## src/rtl/image_pkg.sv

```systemverilog
// Shared frame geometry defaults and the row-writer FSM state encoding.
package image_pkg;
  localparam int IMG_W  = 64;
  localparam int IMG_H  = 64;
  localparam int ADDR_W = 6;

  typedef enum logic [1:0] {IDLE, PACK, WRITE, DONE} state_e;
endpackage

```

## src/rtl/row_packer.sv

```systemverilog
// One colour channel: shifts accepted pixel bits into a row, column 0 at the MSB.
module row_packer #(
  parameter int IMG_W = 64,
  parameter int COL_W = $clog2(IMG_W)
) (
  input  logic             clk,
  input  logic             rst,
  input  logic             clr,
  input  logic             load,
  input  logic [COL_W-1:0] col,
  input  logic             bit_in,
  output logic [IMG_W-1:0] row_q
);
  logic [IMG_W-1:0] row_d;

  always_comb begin
    row_d = row_q;
    if (clr)
      row_d = '0;
    else if (load)
      row_d[COL_W'(IMG_W-1) - col] = bit_in;
  end

  always_ff @(posedge clk) begin
    if (rst) row_q <= '0;
    else     row_q <= row_d;
  end
endmodule

```

## src/rtl/image_row_writer.sv

```systemverilog
// Packs a 1-bit-per-channel RGB pixel stream into rows and writes each row
// to three channel RAMs, one row per strobe, for a full frame.
module image_row_writer
  import image_pkg::*;
#(
  parameter int IMG_W  = image_pkg::IMG_W,
  parameter int IMG_H  = image_pkg::IMG_H,
  parameter int ADDR_W = image_pkg::ADDR_W
) (
  input  logic              clk,
  input  logic              rst,
  input  logic              start,
  input  logic              abort,
  input  logic              pix_valid,
  output logic              pix_ready,
  input  logic [2:0]        pix_rgb,
  output logic              wr_en,
  output logic [ADDR_W-1:0] wr_addr,
  output logic [IMG_W-1:0]  red_wr_data,
  output logic [IMG_W-1:0]  green_wr_data,
  output logic [IMG_W-1:0]  blue_wr_data,
  output logic              busy,
  output logic              frame_done
);
  localparam int COL_W = $clog2(IMG_W);

  state_e                       state_q, state_d;
  logic [ADDR_W-1:0]            row_q, row_d;
  logic [COL_W-1:0]             col_q, col_d;
  logic [2:0][IMG_W-1:0]        hold_q, hold_d;
  logic [2:0][IMG_W-1:0]        rows;
  logic [2:0][IMG_W-1:0]        wr_data;
  logic                         clr, load, wr_req;

  always_comb begin
    state_d = state_q;
    row_d   = row_q;
    col_d   = col_q;
    clr     = 1'b0;
    load    = 1'b0;
    wr_req  = 1'b0;
    case (state_q)
      IDLE: if (start) begin
        row_d   = '0;
        col_d   = '0;
        clr     = 1'b1;
        state_d = PACK;
      end
      PACK: if (abort) begin
        clr     = 1'b1;
        state_d = IDLE;
      end else if (pix_valid) begin
        load = 1'b1;
        if (col_q == COL_W'(IMG_W-1)) state_d = WRITE;
        else                          col_d   = col_q + 1'b1;
      end
      WRITE: if (abort) begin
        clr     = 1'b1;
        state_d = IDLE;
      end else begin
        wr_req = 1'b1;
        if (row_q == ADDR_W'(IMG_H-1)) begin
          state_d = DONE;
        end else begin
          row_d   = row_q + 1'b1;
          col_d   = '0;
          clr     = 1'b1;
          state_d = PACK;
        end
      end
      DONE:    state_d = IDLE;
      default: state_d = IDLE;
    endcase
  end

  // A reset arriving during WRITE must kill the strobe on that same edge.
  assign wr_en   = wr_req & ~rst;
  assign hold_d  = wr_en ? rows : hold_q;
  assign wr_data = wr_en ? rows : hold_q;

  always_ff @(posedge clk) begin
    if (rst) begin
      state_q <= IDLE;
      row_q   <= '0;
      col_q   <= '0;
      hold_q  <= '0;
    end else begin
      state_q <= state_d;
      row_q   <= row_d;
      col_q   <= col_d;
      hold_q  <= hold_d;
    end
  end

  // Channel index follows pix_rgb bit order: 2=red, 1=green, 0=blue.
  for (genvar g = 0; g < 3; g++) begin : g_ch
    row_packer #(.IMG_W(IMG_W), .COL_W(COL_W)) u_pk (
      .clk    (clk),
      .rst    (rst),
      .clr    (clr),
      .load   (load),
      .col    (col_q),
      .bit_in (pix_rgb[g]),
      .row_q  (rows[g])
    );
  end

  assign red_wr_data   = wr_data[2];
  assign green_wr_data = wr_data[1];
  assign blue_wr_data  = wr_data[0];
  assign wr_addr       = row_q;
  assign pix_ready     = (state_q == PACK);
  assign busy          = (state_q != IDLE);
  assign frame_done    = (state_q == DONE);
endmodule

```

## config.mk

```make
export PLATFORM = sky130hd
export DESIGN_NAME = image_row_writer
export DESIGN_NICKNAME = d
export VERILOG_FILES = /design/src/rtl/image_pkg.sv /design/src/rtl/row_packer.sv /design/src/rtl/image_row_writer.sv
export SDC_FILE = /design/constraint.sdc
export NUM_CORES = 1
export LEC_CHECK = 0
export BUFFER_PORTS_ARGS = -buffer_cell sky130_fd_sc_hd__buf_2
export CAP_MARGIN = 10
export CORE_MARGIN = 2
export CORE_UTILIZATION = 45
export DETAILED_ROUTE_END_ITERATION = 12
export GPL_ROUTABILITY_DRIVEN = 0
export SYNTH_ARGS = -nofsm -noshare
export SYNTH_HDL_FRONTEND = slang
export SYNTH_SLANG_ARGS = --single-unit
```

## constraint.sdc

```tcl
create_clock -name clk -period 2.15 [get_ports clk]
set_input_delay 0 -clock clk [delete_from_list [all_inputs] [get_ports clk]]
set_output_delay 0 -clock clk [all_outputs]
set_load 0.01 [all_outputs]
```

==> summary.md, run 1 <==
| Metric | Value |
|---|---|
| Clock skew | `0.0178 ns` |
| Top FF cell, synth | `dfxtp_1` |
| FFs w/ async S/R, synth | `0` |
| RR Startpoint | `col_q[2]$_SDFFE_PP0P_` |
| Maxcap violations | `0` |
| CTS Root Cell | `clkbuf_16` |
| DRT antenna net count | `0` |
| Multi-input logic area | `0.00810 mm²` |
| Final non-filler cell total | `2,166` |
| Number of global-route vias before repair | `10,767` |
| Syn_nets | `1,471` |
| CTS Buffer Depth | `3` |
| PortBufs | `209` |
| Commonest cells in the netlist | `dfxtp_1 (398), nor2_1 (197), mux2_2 (193), mux2i_1 (193), and2_1 (131)` |
| Layout filler cell count | `3,057` |
| Sequential area share after synthesis | `0.490` |
| Max Slew Vio Count | `0` |
| DIE AREA | `0.0376 mm²` |
| Crit Path Max Fanout | `12` |
| Unique cell type count in the Yosys netlist | `57` |
| Min Hold Slack | `0.0482 ns` |
| Final core utilization | `0.577` |
| Achievable frequency | `463 MHz` |
| Starting density of the core | `0.457` |
| Die W | `194 µm` |
| CTS sink cnt | `398` |
| Iter 0 DRT Violations | `575` |
| Yosys top cell area share | `0.490` |
| # rows | `69` |
| Outcome | `complete, but fails checks` |
| First-pass GRT wire length | `63,600 µm` |
| Crit Path Class | `register to primary output` |
| # IOs | `210` |
| DRT Pass-1 Iters | `5` |
| Final #Nets | `1,683` |
| CORE AREA | `0.0356 mm²` |
| Routed WL | `41,700 µm` |
| Top-count cell post-synth | `dfxtp_1` |
| Hold Fails Final Rpt | `0` |
| Register Area | `0.00798 mm²` |
| Via-to-Cell Ratio | `5.09` |
| CTS tree | `done` |
| Failing checks | `setup timing` |
| Slew margin rel. | `0.619` |
| Register bit count reported by yosys | `398` |
| Setup TNS | `-0.0366 ns` |
| Placement Cell Area | `0.0180 mm²` |
| Tcrit/Tclk final | `1.01` |
| Total grt overflow | `0` |
| Critical path arrival | `2.16 ns` |
| Final setup viols | `8` |
| WL/cell | `19.3 µm` |
| HP Start | `pix_rgb[2]` |
| Post-Syn Area | `0.0162 mm²` |
| CP startpoint | `state_q[0]$_SDFFE_PP0P_` |
| Mapped Cells | `1,461` |
| Startpoint Class | `register` |
| Worst-Margin Slew | `0.571 ns` |
| Largest cells by area after synthesis | `dfxtp_1 (49%), mux2_2 (13%), mux2i_1 (12%)` |
| Avg Cell Area, Syn | `11.1 µm²` |
| Total power | `15.6 mW` |
| Post-DP HPWL | `26,000 µm` |
| Setup WS post-layout | `-0.0114 ns` |
| Number of synthesized flops with an enable pin | `0` |
| Largest net degree at the start of global routing | `120` |
| ANT cells | `0` |
| RSZ-0062 raised after global routing | `yes` |
| Area grow syn2layout | `26.2%` |
| Worst Hold Class | `input port to register` |
| Number of clock buffers inserted by TritonCTS | `44` |
| Worst EP required | `2.15 ns` |
| Vias | `11,025` |
| PwrDens | `759 mW/mm²` |
| Worst-Skew Late Latency | `0.56 ns` |
| VDD IR-drop max | `694 µV` |
| P_leak | `9.07 nW` |
| Vert. Die Dim | `194 µm` |
| Min Tclk post-route | `2.16 ns` |
| DRC | `0` |
| Largest area contributor in the netlist | `dfxtp_1` |
| GRT Resource Usage Total | `0.213` |
| Fin area | `0.0205 mm²` |
| Clock slew at reported path FFs | `0.06 ns` |
| Initial antenna violation count | `0` |
| Share of layout cells above drive strength 1 | `0.351` |
| Htree depth | `2` |
| Critical path capture point type | `primary output` |
| Pre-CTS WS | `0.144 ns` |
| Post-Place Cells | `2,066` |
| Synthesis Warnings | `0` |
[power breakdown]
part	switching (mW)	leakage (nW)	total (mW)	internal, mW
Clock	3.01	0.754	7.79	4.78
Combinational	0.307	5.11	0.410	0.102
Sequential	0.00246	3.21	7.38	7.37
Total	3.32	9.07	15.6	12.3
[cell usage in the layout (no fill, tap or decap), types with 3 or more instances in the layout]
master	instances
o31ai_1	3
nor2_1	196
nand2b_1	6
and3b_1	4
nor3_1	6
a31oi_1	4
nor2b_1	70
and2_1	131
mux2_2	97
mux2_4	96
buf_12	19
buf_6	51
nor3b_1	3
a21oi_1	4
buf_16	4
clkbuf_8	8
or3b_4	3
nand4_1	29
inv_1	6
buf_4	38
nand2_1	9
dfxtp_1	394
nand3_1	6
dfxtp_4	3
buf_2	158
clkbuf_1	6
dlygate4sd3_1	6
mux2i_1	193
nor4_4	31
clkinv_2	11
nor3_4	5
clkbuf_16	50
bufinv_16	5
[state kept, by name, summed over array words and instances (netlist names)]
| register | flops |
|---|---|
| g_ch.u_pk.row_q | 192 |
| hold_q | 192 |
| col_q | 6 |
| wr_addr | 6 |
| state_q | 2 |
[critical path, stage by stage (launching register included)]
cell and delay, ns:
dfxtp_4 0.35, and2b_2 0.26, nand2_8 0.13, buf_12 0.16, buf_16 0.17, mux2_2 0.37
buf_2 0.15
[area by class of cell]
type | instances | share of cell area
multi-input cells | 941 | 0.395
flip-flops and latches | 398 | 0.389
repair buffers | 281 | 0.113
clock buffers | 60 | 0.0626
well taps | 461 | 0.0281
clock inverters | 18 | 0.0110
inverters | 7 | 0.00134
[worst paths after layout]
path         cells past startpoint                                  end  slack (ns)
max                              6                     blue_wr_data[40]       -0.01
min                              4   g_ch[2].u_pk.row_q[7]$_SDFFE_PP0P_        0.05
max reg2reg                      6   g_ch[0].u_pk.row_q[9]$_SDFFE_PP0P_        0.14
min reg2reg                      2  g_ch[0].u_pk.row_q[14]$_SDFFE_PP0P_        0.49
[kinds of logic after synthesis]
logic type / Yosys count / synth area share
AO/OA/AOI/OAI: 36 / 0.0162
adder cells (fa/ha/maj): 2 / 0.00154
buffers and inverters: 122 / 0.0360
flip-flops: 398 / 0.490
multiplexers: 386 / 0.253
AND/OR/NAND/NOR: 517 / 0.203
[repair_timing]
item	in CTS	in global routing
gates resized for setup	21	146
gates cloned	2	5
buffers inserted	7	5
pin swaps	0	1
endpoints found under the hold margin	80	0
setup endpoints to repair	192	184
hold buffers	6	0
[per-layer routing]
| metal | track usage | part of all wire |
|---|---|---|
| met1 | 0.292 | 0.48 |
| met2 | 0.346 | 0.46 |
| met3 | 0.0414 | 0.040 |
| met4 | 0.0497 | 0.018 |
| met5 | 0 | 0 |
Note: power is estimated with default switching activity, not from simulation.
==> run 2, diff against run 1 <==
==> constraint.sdc (replaced) <==
create_clock -name clk -period 2 [get_ports clk]
set_input_delay 0 -clock clk [delete_from_list [all_inputs] [get_ports clk]]
set_output_delay 0 -clock clk [all_outputs]
set_load 0.01 [all_outputs]
==> summary.md, run 2 (synthesis gave the netlist of run 1 again) <==
| Metric | Value |
|---|---|
| GRT Resource Usage Total | `0.223` |
| Worst Path Buf+Inv | `6` |
| Worst EP required | `2.00 ns` |
| RSZ-0062 raised after global routing | `yes` |
| Htree depth | `2` |
| Clock slew at reported path FFs | `0.06 ns` |
| Critical path capture point type | `primary output` |
| Seq pwr share | `0.500` |
| Share of layout cells above drive strength 1 | `0.358` |
| Final setup viols | `193` |
| First-pass GRT wire length | `66,000 µm` |
| HP Start | `pix_rgb[1]` |
| Top Registers | `g_ch.u_pk.row_q x192, hold_q x192` |
| Crit Path Class | `input port to primary output` |
| CTS Root Cell | `clkbuf_16` |
| VDD IR-drop max | `694 µV` |
| Via-to-Cell Ratio | `5.13` |
| Clock power frac | `0.473` |
| Crit-path max cell delay | `0.60 ns` |
| CTS Buffer Depth | `3` |
| Area grow syn2layout | `29.9%` |
| Total grt overflow | `0` |
| Vias | `11,240` |
| DRC | `0` |
| Hold Fails Final Rpt | `0` |
| Critical path arrival | `2.18 ns` |
| Outcome | `complete, but fails checks` |
| P_leak | `9.29 nW` |
| Final non-filler cell total | `2,189` |
| Slew margin rel. | `0.566` |
| CTS tree | `done` |
| Clock skew | `0.0217 ns` |
| Post-Place Cells | `2,072` |
| Critical Path End | `blue_wr_data[3]` |
| CTS sink cnt | `398` |
| PwrDens | `752 mW/mm²` |
| Tcrit/Tclk final | `1.09` |
| Number of global-route vias before repair | `11,113` |
| Total power | `15.9 mW` |
| Worst Hold Class | `input port to register` |
| Final #Nets | `1,706` |
| Vert. Die Dim | `194 µm` |
| Achievable frequency | `459 MHz` |
| RR Startpoint | `state_q[0]$_SDFFE_PP0P_` |
| Post-DP HPWL | `26,100 µm` |
| Setup TNS | `-20.96 ns` |
| Worst path top cell family by delay | `buffers and inverters` |
| Sw Ratio | `0.221` |
| Critical Path Stages | `9` |
| Startpoint Class | `input port` |
| ANT cells | `0` |
| Die W | `194 µm` |
| DIE AREA | `0.0376 mm²` |
| CP startpoint | `rst` |
| Worst path slowest cell | `dlygate4sd3_1` |
| Crit Path Max Fanout | `8` |
| Initial antenna violation count | `0` |
| Critical-path cell list | `buf_4 -> dlygate4sd3_1 -> nor2_1 -> nand2_4 -> buf_12 -> buf_16 -> clkbuf_16 -> mux2_4 -> buf_6` |
| DRT Pass-1 Iters | `5` |
| Worst-Margin Slew | `0.651 ns` |
| Largest net degree at the start of global routing | `83` |
| Worst-Skew Late Latency | `0.56 ns` |
| Min Tclk post-route | `2.18 ns` |
| WL/cell | `20.1 µm` |
| Most frequent cells in the layout | `dfxtp_1 (394), nor2_1 (197), mux2i_1 (193)` |
| Starting density of the core | `0.457` |
| Setup WS post-layout | `-0.178 ns` |
| Commonest non-fill, non-tap cell in the layout | `dfxtp_1` |
| Combinational fraction of design power | `0.028` |
| Failing checks | `setup timing` |
| Worst reg-to-reg setup slack | `-0.03 ns` |
| Iter 0 DRT Violations | `438` |
| Routed WL | `43,900 µm` |
| # rows | `69` |
| Worst Reg-to-Reg Cells | `9` |
| DRT antenna net count | `0` |
| PortBufs | `209` |
| Final core utilization | `0.593` |
| Net Switching | `3.50 mW` |
| Number of clock buffers inserted by TritonCTS | `42` |
| Max Slew Vio Count | `0` |
| CORE AREA | `0.0356 mm²` |
| Critical R2R Capture | `wr_addr[5]$_SDFFE_PP0P_` |
| # IOs | `210` |
| Maxcap violations | `0` |
| Internal power | `12.4 mW` |
run 2: cell types whose count changed in the layout (fill, tap and decap cells not counted), moves of 2 or more:
cell / previous run / this run
buf_2: 158 / 109
buf_6: 51 / 100
buf_4: 38 / 51
buf_16: 4 / 12
mux2_2: 97 / 90
mux2_4: 96 / 103
clkbuf_1: 6 / 12
bufinv_16: 5 / 0
clkbuf_16: 50 / 52
clkbuf_8: 8 / 10
clkinv_2: 11 / 9
dlygate4sd3_1: 6 / 4
run 2: how the worst min path moves through the flow:
stage | endpoint | slack, ns | cells past startpoint
3_5_place_dp | state_q[1]$_SDFFE_PP0P_ | 0.34 | 2
4_1_cts | col_q[2]$_SDFFE_PP0P_ | 0.004 | 4
5_1_grt | col_q[2]$_SDFFE_PP0P_ | 0.03 | 4
2_1_floorplan | state_q[1]$_SDFFE_PP0P_ | 0.08 | 1
6_report | g_ch[1].u_pk.row_q[9]$_SDFFE_PP0P_ | 0.03 | 4
3_3_place_gp | state_q[1]$_SDFFE_PP0P_ | 0.33 | 2
run 2: cell type report:
type,count,area [µm²]
clock inverter,11,65.1
multi-input combinational,941,8130
inverter,7,27.5
timing repair buffer,306,3070
tap,461,577
fill,3034,14500
clock buffer,65,1260
sequential,398,7980
run 2: what timing repair did:
| action | 4_1_cts | 5_1_grt |
|---|---|---|
| resized for setup | 125 | 140 |
| pin swaps | 0 | 4 |
| hold endpoints to repair | 31 | 0 |
| setup buffers | 14 | 6 |
| setup endpoints to repair | 193 | 213 |
| gates cloned | 10 | 10 |
| hold buffers | 4 | 0 |
run 2: power groups by stage:
stage	logic, mW	clock network, mW	registers (mW)
2_1_floorplan	0.261	0	8.11
3_3_place_gp	0.437	0	8.11
3_5_place_dp	0.438	0	8.11
4_1_cts	0.451	7.69	7.93
5_1_grt	0.475	8.00	7.92
6_report	0.444	7.50	7.93
run 2: worst register-to-register path: stages (launching register included):
cell and delay [ns]:
dfxtp_4 0.34, and2b_2 0.24, nand2_4 0.08, buf_12 0.17
buf_8 0.14, clkbuf_16 0.16, buf_4 0.15, buf_4 0.13
or4_1 0.49, o21ai_1 0.08
run 2: metal layers:
metal	vias to the layer above	global-route usage	part of all wire
li1	5452	-	-
met1	5495	0.291	0.46
met2	234	0.368	0.47
met3	59	0.0510	0.047
met4	0	0.0654	0.023
met5	-	0	0
run 2: per-stage QoR:
| step | hold slack [ns] | area, µm² | worst slack, ns |
|---|---|---|---|
| 5_1_grt | 0.0325 | 21100 | -0.215 |
| 4_1_cts | 0.00365 | 20300 | -0.176 |
| 3_5_place_dp | 0.339 | 18000 | 0.0396 |
| 6_report | 0.0299 | 21100 | -0.178 |
| 2_1_floorplan | 0.0772 | 16200 | 0.208 |
| 3_3_place_gp | 0.334 | 18000 | 0.0900 |
==> run 3, diff against run 2 <==
--- a/config.mk
+++ b/config.mk
@@ -11,6 +11,7 @@
 export CORE_UTILIZATION = 45
 export DETAILED_ROUTE_END_ITERATION = 12
 export GPL_ROUTABILITY_DRIVEN = 0
+export PLACE_DENSITY = 0.62
 export SYNTH_ARGS = -nofsm -noshare
 export SYNTH_HDL_FRONTEND = slang
 export SYNTH_SLANG_ARGS = --single-unit
==> constraint.sdc (replaced) <==
create_clock -name clk -period 2.09 [get_ports clk]
set_input_delay 0 -clock clk [delete_from_list [all_inputs] [get_ports clk]]
set_output_delay 0 -clock clk [all_outputs]
set_load 0.01 [all_outputs]
==> summary.md, run 3 (synthesis gave the netlist of run 1 again) <==
| Metric | Value |
|---|---|
| Most frequent cells in the layout | `dfxtp_1 (395), nor2_1 (196), mux2i_1 (193)` |
| Routed WL | `44,300 µm` |
| Iter 0 DRT Violations | `586` |
| CTS sink cnt | `398` |
| Die W | `194 µm` |
| Largest net degree at the start of global routing | `65` |
| Total grt overflow | `0` |
| DRC | `0` |
| Tcrit/Tclk final | `1.03` |
| Max Slew Vio Count | `0` |
| DRT antenna net count | `0` |
| RSZ-0062 raised after global routing | `yes` |
| First-pass GRT wire length | `65,100 µm` |
| Share of layout cells above drive strength 1 | `0.350` |
| Maxcap violations | `0` |
| Crit Path Max Fanout | `8` |
| Htree depth | `2` |
| Clock skew | `0.0296 ns` |
| Post-Place Cells | `2,069` |
| # IOs | `210` |
| Total power | `15.5 mW` |
| Initial antenna violation count | `0` |
| Area grow syn2layout | `34.5%` |
| Clock slew at reported path FFs | `0.06 ns` |
| Vias | `11,294` |
| Number of global-route vias before repair | `11,111` |
| ANT cells | `0` |
| Final non-filler cell total | `2,186` |
| Achievable frequency | `465 MHz` |
| Failing checks | `setup timing` |
| P_leak | `9.59 nW` |
| Final core utilization | `0.614` |
| Crit Path Class | `register to primary output` |
| CTS Root Cell | `clkbuf_16` |
| Number of clock buffers inserted by TritonCTS | `43` |
| Hold Fails Final Rpt | `0` |
| Post-DP HPWL | `26,300 µm` |
| DRT Pass-1 Iters | `5` |
| Worst EP required | `2.09 ns` |
| CORE AREA | `0.0356 mm²` |
| WL/cell | `20.3 µm` |
| GRT Resource Usage Total | `0.219` |
| VDD IR-drop max | `805 µV` |
| PwrDens | `709 mW/mm²` |
| CTS Buffer Depth | `3` |
| Starting density of the core | `0.457` |
| Top Registers | `g_ch.u_pk.row_q x192, hold_q x192` |
| Commonest non-fill, non-tap cell in the layout | `dfxtp_1` |
| PortBufs | `209` |
| Min Tclk post-route | `2.15 ns` |
| Outcome | `complete, but fails checks` |
| Slew margin rel. | `0.513` |
| Worst-Margin Slew | `0.728 ns` |
| # rows | `69` |
| DIE AREA | `0.0376 mm²` |
| Startpoint Class | `register` |
| Vert. Die Dim | `194 µm` |
| Worst-Skew Late Latency | `0.57 ns` |
| Critical path arrival | `2.15 ns` |
| Worst Hold Class | `input port to register` |
| Final #Nets | `1,700` |
| Setup WS post-layout | `-0.0592 ns` |
| Final setup viols | `135` |
| Via-to-Cell Ratio | `5.17` |
| Critical path capture point type | `primary output` |
| CTS tree | `done` |
==> run 3: final cells by class <==
type	count	area, µm²
fill	2894	13700
multi-input combinational	941	8400
sequential	398	7980
timing repair buffer	299	3480
clock buffer	72	1290
tap	461	577
clock inverter	8	106
inverter	7	27.5
==> run 3: path summary, 6_finish.rpt <==
path,from,end,cells past startpoint,slack [ns]
worst max-delay path,state_q[0]$_SDFFE_PP0P_,blue_wr_data[42],6,-0.06
worst min-delay path,pix_rgb[1],g_ch[1].u_pk.row_q[24]$_SDFFE_PP0P_,4,0.04
worst max register to register,state_q[1]$_SDFFE_PP0P_,g_ch[2].u_pk.row_q[41]$_SDFFE_PP0P_,6,0.09
worst min register to register,g_ch[2].u_pk.row_q[1]$_SDFFE_PP0P_,g_ch[2].u_pk.row_q[1]$_SDFFE_PP0P_,2,0.49
==> run 3: routing by layer <==
layer | share of wire | GRT usage
met5 | 0 | 0
met4 | 0.017 | 0.0589
met3 | 0.045 | 0.0388
met1 | 0.45 | 0.295
met2 | 0.48 | 0.363
==> run 3: through the flow <==
step / setup slack, ns / area (µm²) / hold WS, ns / TNS (ns)
3_3_place_gp: 0.176 / 18000 / 0.321 / 0
2_1_floorplan: 0.298 / 16200 / 0.0772 / 0
5_1_grt: -0.112 / 21900 / 0.0548 / -11.55
6_report: -0.0592 / 21900 / 0.0419 / -3.59
4_1_cts: -0.114 / 20200 / 0.00911 / -9.45
3_5_place_dp: 0.132 / 18000 / 0.332 / 0
==> run 3: power breakdown <==
part	internal, mW	switching [mW]
logic	0.109	0.319
registers	7.59	0.00298
clock network	4.44	3.02
total	12.1	3.34
==> run 3: what timing repair did <==
action,in CTS,in global routing
setup buffers,9,2
gates resized for setup,113,272
endpoints found under the hold margin,21,0
pin swaps,0,1
hold buffers,6,0
endpoints found under the setup margin,191,189
cloned,7,16
==> run 3: worst max-delay path: stages, from the launching register on <==
cell and delay, ns:
dfxtp_4 0.35, and2b_2 0.26, nand2_8 0.14, clkbuf_16 0.23
buf_12 0.16, mux2_4 0.32, buf_6 0.12
